File: config.mk
export PLATFORM = sky130hd
export DESIGN_NAME = ram_bist_ctrl
export DESIGN_NICKNAME = d
export VERILOG_FILES = /design/src/rtl/ram_bist_ctrl.sv
export SDC_FILE = /design/constraint.sdc
export NUM_CORES = 1
export LEC_CHECK = 0
export BUFFER_PORTS_ARGS = -buffer_cell sky130_fd_sc_hd__buf_2
export CAP_MARGIN = 20
export CELL_PAD_IN_SITES_DETAIL_PLACEMENT = 1
export CELL_PAD_IN_SITES_GLOBAL_PLACEMENT = 2
export CORE_UTILIZATION = 30
export CTS_BUF_LIST = sky130_fd_sc_hd__clkbuf_16
export CTS_CLUSTER_DIAMETER = 120
export CTS_CLUSTER_SIZE = 12
export DETAILED_ROUTE_END_ITERATION = 8
export PLACE_DENSITY = 0.87
export REMOVE_ABC_BUFFERS = 1
export SYNTH_ARGS = -nofsm -noshare
export SYNTH_HDL_FRONTEND = slang
export SYNTH_SLANG_ARGS = --single-unit
File: constraint.sdc
create_clock -name Clk -period 1.9 [get_ports Clk]
set_input_delay 0.38 -clock Clk [delete_from_list [all_inputs] [get_ports Clk]]
set_output_delay 0.38 -clock Clk [all_outputs]
set_load 0.02 [all_outputs]
File: src/rtl/ram_bist_ctrl.sv
// ram_bist_ctrl: BIST sequencer for a 16x4 RAM: write pattern, read/write-inverse march, descending inverse read.
// Optional macro BIST_ERR_CNT_EN adds Err_Cnt and runs every phase to completion despite mismatches.
module ram_bist_ctrl #(
   parameter logic [3:0] PATTERN   = 4'hA,
   parameter logic [3:0] LAST_ADDR = 4'd15
) (
   input  logic       Clk,
   input  logic       Rst_n,
   input  logic       Start,
   input  logic [3:0] Mem_Out,
   output logic [3:0] Data,
   output logic       RD,
   output logic       WR,
   output logic [3:0] Address,
   output logic       Busy,
   output logic       Done,
   output logic       Pass,
   output logic [3:0] Fail_Addr
`ifdef BIST_ERR_CNT_EN
   ,
   output logic [5:0] Err_Cnt
`endif
);
   typedef enum logic [2:0] {IDLE, W_PAT, R_PAT, W_INV, R_INV, FIN} state_t;
`ifdef BIST_ERR_CNT_EN
   localparam bit STOP_ON_ERR = 1'b0;
`else
   localparam bit STOP_ON_ERR = 1'b1;
`endif
   state_t     state, state_nx;
   logic [3:0] addr_nx;
   logic       err, mism, accept;
   assign accept = (state == IDLE || state == FIN) && Start;
   always_ff @(posedge Clk or negedge Rst_n) begin
      if (!Rst_n) begin
         state   <= IDLE;
         Address <= 4'd0;
      end else begin
         state   <= state_nx;
         Address <= addr_nx;
      end
   end
   // err latches the first mismatch so Fail_Addr keeps the earliest failing address
   always_ff @(posedge Clk or negedge Rst_n) begin
      if (!Rst_n) begin
         err       <= 1'b0;
         Fail_Addr <= 4'd0;
`ifdef BIST_ERR_CNT_EN
         Err_Cnt   <= 6'd0;
`endif
      end else if (accept) begin
         err       <= 1'b0;
         Fail_Addr <= 4'd0;
`ifdef BIST_ERR_CNT_EN
         Err_Cnt   <= 6'd0;
`endif
      end else if (mism) begin
         err       <= 1'b1;
         Fail_Addr <= err ? Fail_Addr : Address;
`ifdef BIST_ERR_CNT_EN
         Err_Cnt   <= Err_Cnt + 6'd1;
`endif
      end
   end
   always_comb begin
      state_nx = state;
      addr_nx  = Address;
      case (state)
         IDLE, FIN: if (Start) begin
            state_nx = W_PAT;
            addr_nx  = 4'd0;
         end
         W_PAT: if (Address == LAST_ADDR) begin
            state_nx = R_PAT;
            addr_nx  = 4'd0;
         end else addr_nx = Address + 4'd1;
         R_PAT: state_nx = (mism && STOP_ON_ERR) ? FIN : W_INV;
         W_INV: if (Address == LAST_ADDR) state_nx = R_INV;
         else begin
            state_nx = R_PAT;
            addr_nx  = Address + 4'd1;
         end
         R_INV: if ((mism && STOP_ON_ERR) || Address == 4'd0) state_nx = FIN;
         else addr_nx = Address - 4'd1;
         default: state_nx = IDLE;
      endcase
   end
   always_comb begin
      RD   = state == R_PAT || state == R_INV;
      WR   = state == W_PAT || state == W_INV;
      Data = state == W_PAT ? PATTERN : state == W_INV ? ~PATTERN : 4'd0;
      Busy = RD || WR;
      Done = state == FIN;
      Pass = Done && !err;
      mism = (state == R_PAT && Mem_Out != PATTERN) || (state == R_INV && Mem_Out != ~PATTERN);
   end
endmodule

Yosys cells after proc, flatten, opt, wreduce, memory -nomap -nowiden
Cells that the tools add are included.

storage, ports and cells
  bits in writable memories = 0
  logic and storage cells = 57
  memories kept = 0
  latch bits = 0
  bits in read-only memories = 0
  output and inout port bits = 17
  input port bits = 7
  register bits after elaboration = 12

cells by class
  multiplexer cells = 18
  add/subtract/negate cells = 2
  shift operators = 0
  reduce and logical (&&, ||, !) cells = 19
  $lt $le $gt $ge = 0
  divide/modulo/power cells = 0
  bitwise logic cells = 0
  multipliers = 0
  equality and inequality tests = 14

operators by type and width
  cell                                                    number
  2-to-1 mux 4 bit                                        8
  2-to-1 mux 3 bit                                        6
  case mux 4 bit (4 select lines)                         1
  case mux 3 bit (5 select lines)                         1
  inequality test 2 bit (second input constant)           5
  == test 3 x 2 -> 1 bit (second input constant)          2
  == test 3 bit (second input constant)                   2
  logical OR 1 bit                                        6
  adder 4 x 1 -> 4 bit (second input constant)            1
  == test 4 bit (second input constant)                   1
  logical AND 1 bit                                       4
  zero test 4 bit                                         1
  inequality test 4 x 3 -> 1 bit (second input constant)  1
  inequality test 4 bit (second input constant)           1
  AND reduction 4 bit                                     1
  nonzero test 4 bit                                      1
  subtractor 4 x 1 -> 4 bit (second input constant)       1
  == test 3 x 1 -> 1 bit (second input constant)          1
  zero test 3 bit                                         1
  AND reduction 3 bit                                     1
  2-to-1 mux 1 bit                                        2
  inequality test 2 x 1 -> 1 bit (second input constant)  1
  AND reduction 2 bit                                     1
  nonzero test 2 bit                                      1
  2 further kinds                                         2

Logic depth before layout (Yosys ltp)
  word-level depth = 6
  depth in mapped cells = 6
  mapped depth without buffers = 6

Worst setup path after synthesis
OpenSTA, ideal clock, no wires.

  path type = register to register
  start point = register Address[0]
  end point = register Address[1]
  stages on the path, launching flop included = 7
  path slack = 0.058 ns
  path buffers = 0
  clock period less this slack = 1.842 ns
  setup time = 0.125 ns
  required time = 1.775 ns
  arrival time = 1.717 ns
  cell sequence = dfrtp_1 > inv_1 > ha_1 > or3b_1 > a21oi_2 > a21oi_2 > mux2_4

on the way
  cells in the longest elaborated chain, start to end = 4
  elaborated cells on any way between the ends = 12
  those cells by class = add/sub: 2; eq/ne: 3; mux: 4; reduce/logical: 3

RTL lines
  item                                                               RTL line  text
  from (decl)                                                        14        output logic [3:0] Address,
  from (signal assigned)                                             40        Address <= addr_nx;
  branches (longest 4 deep; another with subtractor 4 x 1 -> 4 bit)  --

Parallel ways; which one is timed is not known. The select of a mux whose other input is x is not followed.
A chain may end at the register's enable or synchronous reset.

Worst setup path in the final report
Ends and elaborated chain as after synthesis.

==> results.md <==
* H-tree Lvls at 1
* DP HPWL at 1.80 mm
* R2R setup slack at 70 ps
* Drt via density at 5.34
* Worst VDD drop at 0.879 mV
* Post-synthesis register bit count at 12
* Post-synth cell types at 41
* Synth Flop Type: dfrtp_1
* Clock sinks at 12
* CTS tree: built
* Clock share of power at 19.4%
* Die H at around 55 um
* Critical Path Source Type: flop
* Largest net degree at the start of global routing at 13
* Relative slew slack at 73.5%
* Pint at 1.11 mW
* Register share of total power at 24.8%
* Row count at 18
* Leakage at 0.503 nW
* DP Worst Slack at 57.6 ps
* Switching part of the total at between 40% and 50%
* Slew Limit Fails at 0
* FILL cells at a little over 300
* GP Congestion at approximately 0.83
* Via count at roughly 800
* Layout cell share with drive strength beyond 1 at 39.5%
* Register area at roughly 300 um^2
* TritonCTS buffer count at 3
* Post-DRT Antenna Nets at 0
* # Post-CTS Setup Buffers at 0
* CTS Buffer Depth at 2
* Warnings, synthesis at 0
* Area growth from synthesis to layout at 29.5%
* HP Class: in2async
* Crit path time final at around 1800 ps
* Fin crit share at 96.2%
* Core area at 0.00257 mm^2
* Ports at 24
* Status: complete, no violations
* Post-synth EDFFs at 0
* Root buf cell: clkbuf_16
* Hold Fails Final Rpt at 0
* PortBufs at 23
* Clock Latency Late Sink at 240 ps
* Required @ worst endpoint at 2030 ps
* Endpoints failing setup at 0
* Fin nets at around 130
* Width of the die at 55.2 um
* Mapped Area at 850 um^2
* Drt wl/cell at 15.1 um
* Sequential share of the synthesized area at 35.3%
* Critical path endpoint category: flop
* Final WL at 2.25 mm
* Vias in the first global route at 819
* Worst Tran Pin Value at a little under 400 ps
* Syn_area_per_cell at between 9 and 10 um^2
* FFs w/ async S/R, synth at 100%
* PwrDens at roughly 1800 mW/mm^2
* Setup ws final at 72.8 ps
* Most frequent cells in the layout: 23 x buf_2, 10 x dfrtp_1, 6 x nand2_1, 6 x buf_4
* # diodes at 0
* RSZ-0062 raised after global routing: no
* Max Fclk at 0.547 GHz
* Setup_tns at 0 ps
* Starting Density at 33.1%
* Critical path arrival at between 1500 and 2000 ps
* Die area at 0.00305 mm^2
* Post-Synthesis Cells at 91
* Total GRT Usage at 16.8%
* Net Sw Power at 0.897 mW
* Crit path kind: reg2reg
* Initial DRC Count at 6
* Drt drc at 0
* Worst-path clk slew at 40 ps
* Gr ovfl total at 0
* Combinational Power Share at 55.7%
* First-pass DRT Iterations at 4
* Max-capacitance violation count at 0
* CP max FO at 5
* Most common cell after layout, fill and taps aside: buf_2
* Setup Skew at about 2.8 ps
* Initial antenna violation count at 0
* Area of the multi-input gates at approximately 500 um^2
* First-pass GRT wire length at 3.95 mm
## power by group through the flow
stage          Sequential [mW]  Clock, mW  Combinational, mW
6_report                 0.498      0.389               1.12
3_3_place_gp             0.485          0               1.11
2_1_floorplan            0.579          0              0.626
3_5_place_dp             0.496          0               1.12
4_1_cts                  0.493      0.396               1.12
5_1_grt                  0.520      0.415               1.22
## sequential cells by signal, summed over array words and instances, names as in the netlist
register   flops
Address        4
Fail_Addr      4
state          3
err            1
## per-stage QoR
| step | util, % | hold slack, ps | total power, mW | cell area, um^2 | std cells |
|---|---|---|---|---|---|
| after CTS | 42.6 | 16.3 | 2.01 | 1090 | 149 |
| final | 42.8 | 9.94 | 2.00 | 1100 | 149 |
| after global placement | 39.6 | 270 | 1.59 | 1020 | 145 |
| after floorplan | - | 84.4 | 1.20 | 818 | 86 |
| after detailed placement | 39.6 | 273 | 1.61 | 1020 | 145 |
| after global routing | 42.8 | 30.5 | 2.16 | 1100 | 149 |
## kinds of logic (layout without fill, tap and decap cells)
group	after synthesis	count (layout)	synth area share, %
AO/OA/AOI/OAI	26	26	21.5
flip-flops	12	12	35.3
AND/OR/NAND/NOR	36	36	27.8
multiplexers	5	5	6.48
buffers and inverters	10	38	5.89
adder cells (fa/ha/maj)	2	2	2.95
## worst paths after layout
| path | start | to | cells past startpoint |
|---|---|---|---|
| worst min register to register | Fail_Addr[1] | Fail_Addr[1] | 2 |
| worst min-delay path | Rst_n | Address[0] | 1 |
| worst max register to register | Address[0] | Address[1] | 5 |
| max in group asynchronous | Rst_n | state[2] | 1 |
| worst max-delay path | Address[0] | Address[1] | 5 |
| min in group Clk | Start | state[2] | 3 |
## cell type report
type / instances / share of cell area (%)
inverters: 5 / 1.71
repair buffers: 29 / 14.6
well taps: 30 / 3.41
clock buffers: 3 / 6.83
multi-input cells: 69 / 45.6
clock inverters: 1 / 0.341
flip-flops and latches: 12 / 27.5
## metal layers
metal,share of wire (%),routed length (um),up-vias,track usage [%]
met1,47,1060,393,22.0
met2,49,1090,13,25.5
li1,-,-,386,-
met4,1.5,34,0,7.50
met5,0,0,-,0
met3,3.0,67,4,4.92
## Yosys cell counts, drive strengths merged (2+ instances only)
| master | instances | share of area, % |
|---|---|---|
| o21ai | 5 | 2.9 |
| dfrtp | 12 | 35 |
| or3b | 2 | 2.4 |
| and2 | 2 | 1.5 |
| nand2b | 4 | 3.2 |
| a211oi | 2 | 1.8 |
| nand3 | 2 | 1.2 |
| nor3 | 4 | 3.7 |
| nand2 | 6 | 2.7 |
| nor2 | 5 | 2.2 |
| nor2b | 4 | 2.9 |
| a21oi | 7 | 5.0 |
| inv | 5 | 2.2 |
| buf | 4 | 3.2 |
| ha | 2 | 2.9 |
| a22o | 2 | 2.1 |
| mux2i | 4 | 4.7 |
## critical path, stage by stage, from the launching register on
cell and delay, ps:
dfrtp_1 430, ha_1 270, and3_1 230, a21o_1 220, a21oi_2 250, mux2_4 320
## repair_timing
| action | CTS | global route |
|---|---|---|
| hold buffers | 0 | 0 |
| endpoints found under the setup margin | 0 | 4 |
| resized for setup | 0 | 5 |
Note: power is estimated with default switching activity, not from simulation.
